--- src/rtl/rb_alloc_ctrl_pkg.sv ---
// Shared types and sizing for the value-skip Result Buffer allocation logic.
// Everything that depends on the RB geometry is derived from the constants here.
package rb_alloc_ctrl_pkg;

  localparam int RESULT_BUFFER_SIZE    = 8;
  localparam int RESULT_BUFFER_ID_SIZE = $clog2(RESULT_BUFFER_SIZE);
  localparam int REFCNT_WIDTH          = 3;
  localparam int PTR_REG_ID_WIDTH      = 5;
  localparam int RB_DATA_WIDTH         = 32;

  typedef enum logic [1:0] {
    RB_FREE    = 2'd0,
    RB_PENDING = 2'd1,
    RB_READY   = 2'd2
  } RBStateType;

  typedef struct packed {
    logic                             Enable;
    logic [RESULT_BUFFER_ID_SIZE-1:0] RBIdx;
  } RBPickupType;

  typedef struct packed {
    RBStateType                  state;
    logic [REFCNT_WIDTH-1:0]     refcnt;
    logic [PTR_REG_ID_WIDTH-1:0] pointerRegId;
    logic [RB_DATA_WIDTH-1:0]    result;
  } RBEntryStateType;

endpackage

--- src/rtl/rb_alloc_ctrl_free_pick.sv ---
// Lowest-set-bit priority encoder over the FREE vector of the Result Buffer.
// found_o is low when no entry is free; idx_o is then zero and meaningless.
module rb_free_pick
  import rb_alloc_ctrl_pkg::*;
#(
  parameter int N  = RESULT_BUFFER_SIZE,
  parameter int IW = $clog2(N)
) (
  input  logic [N-1:0]  free_vec_i,
  output logic          found_o,
  output logic [IW-1:0] idx_o
);

  // Scanning downward lets the lowest free index overwrite any higher one.
  always_comb begin
    idx_o = '0;
    for (int i = N - 1; i >= 0; i--) begin
      if (free_vec_i[i]) idx_o = IW'(i);
    end
  end

  assign found_o = |free_vec_i;

endmodule

--- src/rtl/rb_alloc_ctrl.sv ---
// Result Buffer allocation and lifetime controller: hands out free entries,
// takes write-backs, serves registered pickups and reference-counts each entry.
module rb_alloc_ctrl
  import rb_alloc_ctrl_pkg::*;
(
  input  logic                               clk,
  input  logic                               nRst,
  input  logic                               alloc_req,
  input  logic [PTR_REG_ID_WIDTH-1:0]        alloc_ptrRegId,
  output logic                               alloc_gnt,
  output logic [RESULT_BUFFER_ID_SIZE-1:0]   alloc_idx,
  input  logic                               retain_en,
  input  logic [RESULT_BUFFER_ID_SIZE-1:0]   retain_idx,
  input  logic                               release_en,
  input  logic [RESULT_BUFFER_ID_SIZE-1:0]   release_idx,
  input  logic                               wb_en,
  input  logic [RESULT_BUFFER_ID_SIZE-1:0]   wb_idx,
  input  logic [RB_DATA_WIDTH-1:0]           wb_data,
  input  RBPickupType                        pickup,
  output logic                               pickup_valid,
  output logic                               pickup_stall,
  output logic [RB_DATA_WIDTH-1:0]           pickup_data,
  output logic [PTR_REG_ID_WIDTH-1:0]        pickup_ptrRegId,
  input  logic                               flush,
  output logic [RESULT_BUFFER_ID_SIZE:0]     free_count,
  output logic                               full,
  output logic                               err
);

  localparam int N  = RESULT_BUFFER_SIZE;
  localparam int IW = RESULT_BUFFER_ID_SIZE;
  localparam int CW = RESULT_BUFFER_ID_SIZE + 1;
  localparam logic [REFCNT_WIDTH-1:0] REFCNT_MAX = '1;

  RBEntryStateType              entry_q [N];
  RBEntryStateType              entry_d [N];
  logic                         err_q, err_d;
  logic                         pickup_valid_q, pickup_valid_d;
  logic                         pickup_stall_q, pickup_stall_d;
  logic [RB_DATA_WIDTH-1:0]     pickup_data_q, pickup_data_d;
  logic [PTR_REG_ID_WIDTH-1:0]  pickup_ptr_q, pickup_ptr_d;

  logic [N-1:0]                 free_vec;
  logic                         free_found;
  logic [IW-1:0]                free_idx;

  RBEntryStateType              ret_e, rel_e, wb_e, pk_e;
  logic                         same_ret_rel;
  logic                         ret_ok, rel_ok, wb_ok, pk_bypass;
  logic                         ret_err, rel_err, wb_err, alloc_err, pk_err;

  always_comb begin
    for (int i = 0; i < N; i++) begin
      free_vec[i] = (entry_q[i].state == RB_FREE);
    end
  end

  rb_free_pick #(
    .N  (N),
    .IW (IW)
  ) u_free_pick (
    .free_vec_i (free_vec),
    .found_o    (free_found),
    .idx_o      (free_idx)
  );

  // Allocation is decided purely from start-of-cycle state, so an entry freed
  // this cycle can only be handed out from the next cycle on.
  assign full      = ~free_found;
  assign alloc_gnt = alloc_req & free_found & ~flush & nRst;
  assign alloc_idx = free_idx;

  assign ret_e = entry_q[retain_idx];
  assign rel_e = entry_q[release_idx];
  assign wb_e  = entry_q[wb_idx];
  assign pk_e  = entry_q[pickup.RBIdx];

  // A retain paired with a release on the same entry is a net no-op, so it
  // cannot overflow even when the counter is already saturated.
  assign same_ret_rel = retain_en & release_en & (retain_idx == release_idx);
  assign ret_ok  = retain_en & (ret_e.state != RB_FREE) & ((ret_e.refcnt != REFCNT_MAX) | same_ret_rel);
  assign rel_ok  = release_en & (rel_e.state != RB_FREE);
  assign wb_ok   = wb_en & (wb_e.state == RB_PENDING);
  assign ret_err = retain_en & ~ret_ok;
  assign rel_err = release_en & ~rel_ok;
  assign wb_err  = wb_en & ~wb_ok;
  assign alloc_err = alloc_gnt & ((retain_en & (retain_idx == free_idx)) |
                                  (release_en & (release_idx == free_idx)));
  assign pk_bypass = wb_ok & (wb_idx == pickup.RBIdx);
  assign pk_err    = pickup.Enable & (pk_e.state == RB_FREE);

  // State register
  always_ff @(posedge clk) begin
    // NOTE: sequential state uses non-blocking assignments so every register
    // samples the same pre-edge values regardless of statement order.
    if (!nRst) begin
      // NOTE: the entry array is reset explicitly because result and
      // pointerRegId must read back as zero after reset.
      for (int i = 0; i < N; i++) entry_q[i] <= '0;
      err_q          <= 1'b0;
      pickup_valid_q <= 1'b0;
      pickup_stall_q <= 1'b0;
      pickup_data_q  <= '0;
      pickup_ptr_q   <= '0;
    end else begin
      for (int i = 0; i < N; i++) entry_q[i] <= entry_d[i];
      err_q          <= err_d;
      pickup_valid_q <= pickup_valid_d;
      pickup_stall_q <= pickup_stall_d;
      pickup_data_q  <= pickup_data_d;
      pickup_ptr_q   <= pickup_ptr_d;
    end
  end

  // Next-state logic
  always_comb begin
    logic                    inc, dec;
    logic [REFCNT_WIDTH-1:0] refcnt_nxt;
    // NOTE: every variable gets a default before any branch so no path leaves
    // it unassigned and no latch is inferred.
    inc            = 1'b0;
    dec            = 1'b0;
    refcnt_nxt     = '0;
    err_d          = err_q | ret_err | rel_err | wb_err | alloc_err | pk_err;
    pickup_valid_d = 1'b0;
    pickup_stall_d = 1'b0;
    pickup_data_d  = pickup_data_q;
    pickup_ptr_d   = pickup_ptr_q;

    for (int i = 0; i < N; i++) begin
      entry_d[i] = entry_q[i];
      inc = ret_ok & (retain_idx == IW'(i));
      dec = rel_ok & (release_idx == IW'(i));
      if (entry_q[i].state == RB_FREE) begin
        if (alloc_gnt && (free_idx == IW'(i))) begin
          entry_d[i].state        = RB_PENDING;
          entry_d[i].refcnt       = REFCNT_WIDTH'(1);
          entry_d[i].pointerRegId = alloc_ptrRegId;
        end
      end else begin
        if (wb_ok && (wb_idx == IW'(i))) begin
          entry_d[i].result = wb_data;
          entry_d[i].state  = RB_READY;
        end
        refcnt_nxt = entry_q[i].refcnt + REFCNT_WIDTH'(inc) - REFCNT_WIDTH'(dec);
        entry_d[i].refcnt = refcnt_nxt;
        if (refcnt_nxt == '0) entry_d[i].state = RB_FREE;
      end
    end

    // Pickup sees start-of-cycle state, plus a same-cycle write-back bypass.
    if (pickup.Enable) begin
      unique case (pk_e.state)
        RB_READY: begin
          pickup_valid_d = 1'b1;
          pickup_data_d  = pk_e.result;
          pickup_ptr_d   = pk_e.pointerRegId;
        end
        RB_PENDING: begin
          pickup_valid_d = pk_bypass;
          pickup_stall_d = ~pk_bypass;
          pickup_data_d  = pk_bypass ? wb_data : '0;
          pickup_ptr_d   = pk_e.pointerRegId;
        end
        default: begin
          pickup_data_d = '0;
          pickup_ptr_d  = '0;
        end
      endcase
    end

    if (flush) begin
      for (int i = 0; i < N; i++) entry_d[i] = '0;
      err_d          = 1'b0;
      pickup_valid_d = 1'b0;
      pickup_stall_d = 1'b0;
      pickup_data_d  = '0;
      pickup_ptr_d   = '0;
    end
  end

  // Output logic
  always_comb begin
    free_count = '0;
    for (int i = 0; i < N; i++) begin
      free_count = free_count + CW'(free_vec[i]);
    end
  end

  assign pickup_valid    = pickup_valid_q;
  assign pickup_stall    = pickup_stall_q;
  assign pickup_data     = pickup_data_q;
  assign pickup_ptrRegId = pickup_ptr_q;
  assign err             = err_q;

endmodule
--- config.mk ---
export PLATFORM = sky130hd
export DESIGN_NAME = rb_alloc_ctrl
export DESIGN_NICKNAME = d
export VERILOG_FILES = /design/src/rtl/rb_alloc_ctrl_pkg.sv /design/src/rtl/rb_alloc_ctrl_free_pick.sv /design/src/rtl/rb_alloc_ctrl.sv
export SDC_FILE = /design/constraint.sdc
export NUM_CORES = 1
export LEC_CHECK = 0
export ABC_AREA = 1
export BUFFER_PORTS_ARGS = -buffer_cell sky130_fd_sc_hd__clkbuf_2
export CAP_MARGIN = 20
export CORE_ASPECT_RATIO = 0.6
export CORE_MARGIN = 3
export CORE_UTILIZATION = 35
export DETAILED_ROUTE_END_ITERATION = 7
export PLACE_DENSITY_LB_ADDON = 0.15
export SYNTH_ARGS = -nofsm -noshare
export SYNTH_HDL_FRONTEND = slang
export SYNTH_SLANG_ARGS = --single-unit
--- constraint.sdc ---
create_clock -name clk -period 5.4 [get_ports clk]
set_input_delay 0.81 -clock clk [delete_from_list [all_inputs] [get_ports clk]]
set_output_delay 0.81 -clock clk [all_outputs]
set_load 0.03 [all_outputs]
==> metrics.log, run 1 <==
INFO  metric final_hold_viol_count = 0
INFO  metric critPathLaunchType = flip-flop
INFO  metric remaining_drc_errors = 0
INFO  metric final_area = 0.02042 mm2
INFO  metric rsz0062_at_grt = no
INFO  metric worstHoldPathType = flip-flop to flip-flop
INFO  metric layout.cells.most_common = nor2_1
INFO  metric vdd_ir_drop_max = 0.1791 mV
INFO  metric cpPeakStageDelay = 0.67 ns
INFO  metric crit_path_frequent_cell = fa_1
INFO  metric syn_inst = 2717
INFO  metric synth_edf_count = 0
INFO  metric synth-seq-area-share = 0.4081
INFO  metric synth_seq_cells = 376
INFO  metric tritoncts = done
INFO  metric postSynthNetCount = 2809
INFO  metric time_the_final_worst_path_needs_with_i_o_delays_and_setup = 5.121 ns
INFO  metric vias = 17.29k
INFO  metric timing.critical_path.arrival = 4.31 ns
INFO  metric syn_area = 0.01844 mm2
INFO  metric worst_path_maximum_fanout = 9
INFO  metric max-clock-path-buffers = 3
INFO  metric clock_sink_total = 376
INFO  metric cts_buffers = 39
INFO  metric crit_type = flip-flop to output port
INFO  metric dominant_cells_by_area_after_synthesis = dfxtp_1 (41%), o21ai_0 (10%), nor2_1 (10%)
INFO  metric commonest_cells_after_routing_fill_and_taps_aside = nor2_1 (496), o21ai_0 (385), dfxtp_1 (376)
INFO  metric postRouteAntennaNets = 0
INFO  metric htreeDepth = 2
INFO  metric worst_skew_pair.late_latency = 0.56 ns
INFO  metric grt_antenna_before_repair = 0
INFO  metric cell_type_of_the_slowest_stage_on_the_worst_timing_path = fa_1
INFO  metric grt_pass1_wl = 94470 um
INFO  metric synth_top_cell_by_area = dfxtp_1
INFO  metric synth.top_cell.area_share = 0.4081
INFO  metric num_rows = 64
INFO  metric start_util = 0.3582
INFO  metric core_area = 0.05149 mm2
INFO  metric flow.area_growth_from_synthesis = 10.72%
INFO  metric gr-usage-all-layers = 0.2154
INFO  metric share_of_flip_flops_with_an_asynchronous_set_or_reset = 0
INFO  metric cp-end-kind = output port
INFO  metric final.setup.tns = 0 ns
INFO  metric drt-vias-per-instance = 5.083
INFO  metric dominantRegCellSynth = dfxtp_1
INFO  metric report.final.slew_viol_count = 0
INFO  metric io_buffers = 105
INFO  metric groute.layer.met3.usage = 0.03470
INFO  metric max_slew.worst_pin.slew = 0.9758 ns
INFO  metric fmaxAchievable = 195.3 MHz
INFO  metric status = completed
INFO  metric setup_viol = 0
INFO  metric synth_warnings = 0
INFO  metric globalRouteOverflowTotal = 0
INFO  metric pin_count_of_the_biggest_net_entering_global_routing = 129
INFO  metric finalCritPeriodShare = 0.9484
INFO  metric cp_cell_instances = nor2_1 -> clkinv_1 -> fa_1 -> xnor2_1 -> ha_1 -> fa_1 -> ha_1 -> inv_1 -> fa_1 -> xnor2_1 -> clkbuf_2
INFO  metric floorplan.die_area = 0.05558 mm2
INFO  metric cts_setup_buffers = 0
INFO  metric largest_delay_share_family_worst_path = adder cells
INFO  metric top_usage_layer = met1
INFO  metric die_height = 183.8 um
INFO  metric via_count_of_the_first_global_routing_pass = 15.79k
INFO  metric postRouteWirelength = 60520 um
INFO  metric drt-initial-drc-count = 1578
INFO  metric cellLeakagePower = 8.133 nW
INFO  metric detailed_place.area = 0.01919 mm2
INFO  metric critPathRequiredTime = 4.59 ns
INFO  metric share_of_final_layout_standard_cells_stronger_than_drive_strength_1 = 0.08604
INFO  metric insertedDiodeCount = 0
INFO  metric clk_transition_reported_paths = 0.06 ns
INFO  metric gpl.final_weighted_congestion = 0.9163
INFO  metric routed_length_per_placed_instance = 17.79 um
INFO  metric max_cap_viol_count = 0
INFO  metric timing.max_slew.rel_slack = 0.3495
INFO  metric grt_met1_use = 0.3401
INFO  metric grt_util_met2 = 0.3080
INFO  metric finish.net_count = 2775
INFO  metric num_io_pins = 106
INFO  metric detailed_place_hpwl = 38200 um
INFO  metric cts.repair.resized = 0
INFO  metric hold_buffers = 0
INFO  metric finClkSkew = 0.02879 ns
INFO  metric yosys.cell_types.count = 41
INFO  metric drt-pass1-iter-count = 5
INFO  metric cts.root.buffer_cell = clkbuf_16
INFO  metric syn-mean-instance-area = 6.788 um2
INFO  metric crit_buf_inv = 3
INFO  metric die_w = 302.4 um
INFO  metric powerDensity = 289.3 mW/mm2
==> worst min-delay path, stage by stage, from the launching register on <==
cell,delay [ns]
dfxtp_1,0.31
inv_1,0.04
a21oi_1,0.05
==> registers in the layout, summed over array words and instances, names as in the netlist <==
register	count
pickup_data	32
pickup_stall	1
pickup_valid	1
entry_q	336
err	1
pickup_ptrRegId	5
==> where the power goes <==
part	internal, W	total (W)	switching [W]
Combinational	0.000114	0.000443	0.000329
Clock	0.00150	0.00269	0.00119
Sequential	0.00278	0.00278	0.00000188
==> synth_stat cells, types with 5 or more instances <==
master	count
o21ai_0	385
o21ai_1	24
xnor2_1	11
xor2_1	11
nand2_1	351
a21oi_1	342
buf_2	32
fa_1	11
clkbuf_1	113
o211ai_1	7
o31ai_1	31
nand3_2	5
buf_1	47
or2_2	5
buf_4	7
nor2_1	496
nor3_1	11
o221ai_1	5
ha_1	24
inv_1	282
nand3_1	45
nor2_4	7
inv_2	12
o22ai_1	11
dfxtp_1	376
o21bai_1	33
==> cell families (layout without fill, tap and decap cells) <==
family | count (synthesis) | count (layout) | share of synthesized area
xor+xnor | 22 | 22 | 0.01045
fa+ha+maj | 35 | 35 | 0.02822
buf+inv | 505 | 496 | 0.1083
simple gates | 934 | 934 | 0.2020
flops | 376 | 376 | 0.4081
compound gates | 845 | 845 | 0.2430
==> per-stage QoR <==
stage,setup slack [ns],power [W],hold WS [ns],util,instances
final,0.2786,0.005908,0.4415,0.3966,3401
after global routing,0.02465,0.006139,0.4569,0.3966,3401
after CTS,0.2707,0.005975,0.4408,0.3966,3401
after detailed placement,0.8562,0.003281,0.4315,0.3728,3335
after global placement,0.9586,0.003280,0.4281,0.3728,3335
after floorplan,1.022,0.003140,0.4205,-,2717
==> final timing paths <==
path / from / end / slack [ns] / cells past startpoint
max reg2reg: entry_q[0][41] / entry_q[7][40] / 1.59 / 18
min: entry_q[4][28] / entry_q[4][28] / 0.44 / 2
min reg2reg: entry_q[4][28] / entry_q[4][28] / 0.44 / 2
max: entry_q[0][41] / free_count[2] / 0.28 / 11
==> metal layers <==
metal,part of all wire,up-vias
met5,0,-
met4,0.012,0
met3,0.063,58
met2,0.40,488
met1,0.52,8077
li1,-,8664
==> area by class of cell <==
cell class                      instances  area (um2)
Fill cell                            5454       31070
Timing Repair Buffer                  132       747.0
Sequential cell                       376        7527
Tap cell                              693       867.1
Clock inverter                         10       105.1
Inverter                              298        1125
Clock buffer                           56        1122
Multi-Input combinational cell       1836        8927
Note: power is estimated with default switching activity, not from simulation.
==> inputs of run 2 (changes only) <==
ABC_AREA = not set   (was 1)
==> run 2 against run 1 <==
Synthesized area down 4.3%. Clock-buffer cell count is 4 lower. Non-clock buffer count grew 3. Combinational power is 33% lower. Sequential cell count unchanged. Sequential share of layout area up 1.1 points. Critical path depth unchanged. Wire length decreased by 9.7%. Synthesized cell count shrank 29%. Worst hold slack gained 0.0096 ns. Register-to-register slack lost 0.20 ns.
==> metrics.log, run 2 <==
INFO  metric status = completed
INFO  metric crit_type = flip-flop to output port
INFO  metric largest_reg_flops = 336
INFO  metric post_synthesis_xor_xnor_area_fraction = 0.01340
INFO  metric critPathLaunchType = flip-flop
INFO  metric report.final.slew_viol_count = 0
INFO  metric syn_area = 0.01765 mm2
INFO  metric final_area = 0.01982 mm2
INFO  metric start_util = 0.3560
INFO  metric remaining_drc_errors = 0
INFO  metric setup_viol = 0
INFO  metric max-clock-path-buffers = 3
INFO  metric num_rows = 63
INFO  metric synth_warnings = 0
INFO  metric dominantRegCellSynth = dfxtp_1
INFO  metric htreeDepth = 2
INFO  metric routed_length_per_placed_instance = 21.03 um
INFO  metric synth-adder-area-share = 0.02949
INFO  metric drt-vias-per-instance = 5.357
INFO  metric synth_edf_count = 0
INFO  metric vdd_ir_drop_max = 0.1837 mV
INFO  metric clk_transition_reported_paths = 0.07 ns
INFO  metric detailed_place.area = 0.01852 mm2
INFO  metric synth_mux_area_frac = 0.2033
INFO  metric clock_sink_total = 376
INFO  metric syn-mean-instance-area = 9.145 um2
INFO  metric worst_path_maximum_fanout = 7
INFO  metric globalRouteOverflowTotal = 0
INFO  metric share_of_final_layout_standard_cells_stronger_than_drive_strength_1 = 0.1762
INFO  metric hold_buffers = 0
INFO  metric grt_pass1_wl = 84060 um
INFO  metric share_of_flip_flops_with_an_asynchronous_set_or_reset = 0
INFO  metric largest_family_of_logic_cells_by_synthesized_area = multiplexers
INFO  metric reg2reg_from = entry_q[2][40]
INFO  metric drt-initial-drc-count = 1211
INFO  metric synth_simple_gate_area_frac = 0.1568
INFO  metric yosys-top-cells-count = dfxtp_1 (376), nand2_1 (352), a21oi_1 (224)
INFO  metric gr-usage-all-layers = 0.2026
INFO  metric cp-end-kind = output port
INFO  metric crit_path_start = entry_q[1][40]
INFO  metric via_count_of_the_first_global_routing_pass = 13.54k
INFO  metric timing.max_slew.rel_slack = 0.2381
INFO  metric cts_buffers = 38
INFO  metric rsz0062_at_grt = no
INFO  metric commonest_cells_after_routing_fill_and_taps_aside = dfxtp_1 (376), nand2_1 (352), a21oi_1 (224)
INFO  metric syn_inst = 1930
INFO  metric grt_antenna_before_repair = 2
INFO  metric synth_top_cell_by_area = dfxtp_1
INFO  metric fmaxAchievable = 199.4 MHz
INFO  metric cts.repair.resized = 0
INFO  metric die_w = 295.9 um
INFO  metric cellLeakagePower = 6.719 nW
INFO  metric dominant_cells_by_area_after_synthesis = dfxtp_1 (43%), mux4_2 (10%), mux2i_1 (7.8%)
INFO  metric worstHoldStart = entry_q[7][19]
INFO  metric finalNonFillerCells = 2597
INFO  metric finClkSkew = 0.02629 ns
INFO  metric core_area = 0.04958 mm2
INFO  metric detailed_place_hpwl = 32980 um
INFO  metric die_height = 179.9 um
INFO  metric synth.top_cell.area_share = 0.4265
INFO  metric postSynthNetCount = 2022
INFO  metric max_cap_viol_count = 0
INFO  metric finish.net_count = 2011
INFO  metric regMostFlops = entry_q
INFO  metric tritoncts = done
INFO  metric yosysMostFrequentCell = dfxtp_1
INFO  metric vias = 13.91k
INFO  metric drt-pass1-iter-count = 6
INFO  metric timing.critical_path.arrival = 4.20 ns
INFO  metric numPlacedInstances = 2528
INFO  metric num_io_pins = 106
INFO  metric finalCritPeriodShare = 0.9286
INFO  metric floorplan.die_area = 0.05325 mm2
INFO  metric gpl.final_weighted_congestion = 0.8713
INFO  metric powerDensity = 294.6 mW/mm2
INFO  metric synth_compound_area_frac = 0.1158
INFO  metric layout.cells.most_common = dfxtp_1
INFO  metric final_hold_slack = 0.4511 ns
INFO  metric insertedDiodeCount = 0
INFO  metric time_the_final_worst_path_needs_with_i_o_delays_and_setup = 5.014 ns
INFO  metric io_buffers = 105
INFO  metric synth-seq-area-share = 0.4265
INFO  metric critPathRequiredTime = 4.59 ns
INFO  metric cts.root.buffer_cell = clkbuf_16
INFO  metric worstHoldPathType = flip-flop to flip-flop
INFO  metric synth_seq_cells = 376
INFO  metric postRouteWirelength = 54620 um
INFO  metric max_slew.worst_pin.slew = 1.143 ns
INFO  metric final.setup.tns = 0 ns
INFO  metric worst_skew_pair.late_latency = 0.56 ns
INFO  metric cts_setup_buffers = 0
INFO  metric yosys.cell_types.count = 59
INFO  metric postRouteAntennaNets = 0
INFO  metric pin_count_of_the_biggest_net_entering_global_routing = 138
INFO  metric final_hold_viol_count = 0
INFO  metric flow.area_growth_from_synthesis = 12.30%
[run 2: cell count changes after synthesis, sizes merged, moves of 42 or more]
cell,delta
buf,-42
o21ai,-385
a21oi,-119
nor2,-300
inv,-249
mux4,+82
mux2i,+138
[run 2: cell families after synthesis]
kind of cell,after synthesis
flip-flops,376
buffers and inverters,231
XOR/XNOR,27
AO/OA/AOI/OAI,341
AND/OR/NAND/NOR,668
multiplexers,252
adder cells (fa/ha/maj),35
[run 2: metal layers]
layer	vias up	track usage	part of all wire	wire length, um
met2	343	0.3086	0.44	24060
met3	50	0.03309	0.056	3068
met5	-	0	0.00033	18
met4	4	0.03551	0.011	600
met1	6869	0.3038	0.49	26870
li1	6646	-	-	-
[run 2: metrics by stage]
stage / setup slack, ns / power, W / util
after floorplan: 1.142 / 0.003047 / -
after global placement: 0.7917 / 0.003141 / 0.3736
after detailed placement: 0.7503 / 0.003144 / 0.3736
after CTS: 0.1439 / 0.005914 / 0.3994
after global routing: 0.1022 / 0.006049 / 0.3998
final: 0.3858 / 0.005838 / 0.3998
[run 2: final timing paths]
check,cells after the start,slack [ns],end
worst max register to register,15,1.39,entry_q[3][40]
worst min register to register,2,0.45,entry_q[7][19]
worst max-delay path,11,0.39,free_count[2]
worst min-delay path,2,0.45,entry_q[7][19]
[run 2: where the power goes]
group	leakage, nW	switching (W)	internal (W)	total, W
Sequential	3.03	0.00000362	0.00278	0.00278
Combinational	3.06	0.000214	0.0000841	0.000298
Clock	0.627	0.00118	0.00158	0.00276
[run 2: critical path: stages (launching register included)]
cell,delay [ns]
dfxtp_1,0.34
nor2_1,0.42
inv_1,0.24
fa_1,0.55
xnor2_1,0.15
ha_1,0.34
fa_1,0.54
ha_1,0.18
inv_1,0.07
fa_1,0.43
xnor2_1,0.16
clkbuf_2,0.23
[run 2: cell type report]
type,instances,area (um2)
sequential,376,7527
multi-input combinational,1323,9234
timing repair buffer,135,797.0
clock inverter,16,185.2
tap,650,813.3
fill,4887,29760
clock buffer,52,1095
inverter,45,168.9
==> inputs of run 3 (changes only) <==
ABC_AREA = 1   (was not set)
BUFFER_PORTS_ARGS = -buffer_cell sky130_fd_sc_hd__buf_2   (was -buffer_cell sky130_fd_sc_hd__clkbuf_2)
CAP_MARGIN = not set   (was 20)
==> run 3 against run 2 <==
Global-route usage grew 1.3 points. First-iteration DRC count grew 20%. Combinational power grew 50%. Critical path depth is the same. Sequential cell count is the same. Wire length grew 11%. Via count grew 23%. Worst hold slack lost 0.0097 ns. Sequential power is essentially flat. Final cell count grew 31%. Register-to-register slack gained 0.25 ns. Maximum frequency shrank 3.2%. Largest cell class unchanged.
==> metrics.log, run 3 (synthesized netlist as in run 1, its figures left out) <==
INFO  metric core_area = 0.05149 mm2
INFO  metric final_hold_slack = 0.4414 ns
INFO  metric routed_length_per_placed_instance = 17.77 um
INFO  metric drt-pass1-iter-count = 5
INFO  metric critPathLaunchType = flip-flop
INFO  metric finalCritPeriodShare = 0.9588
INFO  metric num_rows = 64
INFO  metric postRouteWirelength = 60510 um
INFO  metric die_w = 302.4 um
INFO  metric via_count_of_the_first_global_routing_pass = 16.08k
INFO  metric worst_skew_pair.late_latency = 0.55 ns
INFO  metric final_hold_viol_count = 0
INFO  metric fmaxAchievable = 193.1 MHz
INFO  metric max-clock-path-buffers = 3
INFO  metric floorplan.die_area = 0.05558 mm2
INFO  metric crit_type = flip-flop to output port
INFO  metric final.setup.tns = 0 ns
INFO  metric largest_reg_flops = 336
INFO  metric gr-usage-all-layers = 0.2152
INFO  metric grt_pass1_wl = 94100 um
INFO  metric postRouteAntennaNets = 0
INFO  metric die_height = 183.8 um
INFO  metric rsz0062_at_grt = no
INFO  metric max_slew.worst_pin.slew = 1.082 ns
INFO  metric status = completed
INFO  metric cts_buffers = 39
INFO  metric drt-vias-per-instance = 5.045
INFO  metric setup_viol = 0
INFO  metric timing.critical_path.arrival = 4.37 ns
INFO  metric pin_count_of_the_biggest_net_entering_global_routing = 152
INFO  metric cell_type_of_the_slowest_stage_on_the_worst_timing_path = fa_1
INFO  metric timing.max_slew.rel_slack = 0.2787
INFO  metric postLayoutCoreUtil = 0.3981
INFO  metric vias = 17.17k
INFO  metric worst_path_maximum_fanout = 9
INFO  metric time_the_final_worst_path_needs_with_i_o_delays_and_setup = 5.178 ns
INFO  metric powerDensity = 295.8 mW/mm2
INFO  metric cp-end-kind = output port
INFO  metric regMostFlops = entry_q
INFO  metric cpPeakStageDelay = 0.68 ns
INFO  metric clk_transition_reported_paths = 0.07 ns
INFO  metric finish.net_count = 2772
INFO  metric cts.root.buffer_cell = clkbuf_16
INFO  metric share_of_final_layout_standard_cells_stronger_than_drive_strength_1 = 0.08795
INFO  metric num_io_pins = 106
INFO  metric cts.repair.resized = 0
INFO  metric worstHoldStart = entry_q[6][16]
INFO  metric critPathRequiredTime = 4.59 ns
INFO  metric clock_sink_total = 376
INFO  metric cp_cell_instances = nor2_1 -> clkinv_1 -> fa_1 -> xnor2_1 -> ha_1 -> fa_1 -> ha_1 -> inv_1 -> fa_1 -> xnor2_1 -> buf_2
INFO  metric finClkSkew = 0.02157 ns
INFO  metric globalRouteOverflowTotal = 0
INFO  metric report.final.slew_viol_count = 0
INFO  metric finalNonFillerCells = 3404
INFO  metric cts_setup_buffers = 0
INFO  metric grt_antenna_before_repair = 5
INFO  metric flow.area_growth_from_synthesis = 11.13%
INFO  metric max_cap_viol_count = 0
INFO  metric htreeDepth = 2
INFO  metric remaining_drc_errors = 0
INFO  metric layout.cells.most_common = nor2_1
INFO  metric numPlacedInstances = 3332
INFO  metric post-layout-total-power = 0.006062 W
INFO  metric vdd_ir_drop_max = 0.1650 mV
INFO  metric tritoncts = done
INFO  metric gpl.final_weighted_congestion = 0.9252
INFO  metric start_util = 0.3582
INFO  metric drt-initial-drc-count = 1450
INFO  metric crit_path_start = entry_q[0][41]
INFO  metric hold_buffers = 0
INFO  metric crit_path_frequent_cell = fa_1
INFO  metric io_buffers = 105
INFO  metric reg2reg_from = entry_q[0][41]
INFO  metric worstHoldPathType = flip-flop to flip-flop
INFO  metric detailed_place_hpwl = 37420 um
INFO  metric commonest_cells_after_routing_fill_and_taps_aside = nor2_1 (496), o21ai_0 (385), dfxtp_1 (376)
INFO  metric cellLeakagePower = 8.214 nW
run 3: cell type report:
| cell class | instances | area, um2 |
|---|---|---|
| Antenna cell | 5 | 12.51 |
| Clock buffer | 54 | 1142 |
| Clock inverter | 13 | 171.4 |
| Fill cell | 5363 | 30990 |
| Inverter | 298 | 1125 |
| Multi-Input combinational cell | 1836 | 8927 |
| Sequential cell | 376 | 7527 |
| Tap cell | 693 | 867.1 |
| Timing Repair Buffer | 129 | 724.4 |
run 3: power by group:
group	leakage, nW	total [W]	switching, W	internal [W]
logic	4.53	0.000446	0.000331	0.000115
registers	3.03	0.00278	0.00000198	0.00278
clock network	0.653	0.00284	0.00117	0.00167
total	8.21	0.00606	0.00150	0.00456
run 3: worst max-delay path: cells and delay by family, from the launching register on:
| family | cells | cell delay (ns) |
|---|---|---|
| XOR/XNOR | 2 | 0.23 |
| AND/OR/NAND/NOR | 1 | 0.39 |
| adder cells (fa/ha/maj) | 5 | 2.17 |
| buffers and inverters | 3 | 0.72 |
| flip-flops | 1 | 0.34 |
run 3: through the flow:
step	worst slack [ns]	instance area, um2
2_1_floorplan	1.022	18440
3_3_place_gp	0.9173	19170
3_5_place_dp	0.8836	19170
4_1_cts	0.2722	20480
5_1_grt	0.01460	20490
6_report	0.2225	20500
run 3: routing by layer:
layer | GRT usage | routed length, um | part of all wire | up-vias
met5 | 0 | 0 | 0 | -
met4 | 0.04433 | 926 | 0.015 | 0
met3 | 0.04508 | 4582 | 0.076 | 62
met2 | 0.3215 | 24640 | 0.41 | 519
met1 | 0.3183 | 30360 | 0.50 | 7930
li1 | - | - | - | 8662
run 3: worst paths after layout:
check	depth (start not counted)	end	slack (ns)
min reg2reg	2	entry_q[6][16]	0.44
min	2	entry_q[6][16]	0.44
max reg2reg	19	entry_q[4][40]	1.64
max	11	free_count[2]	0.22
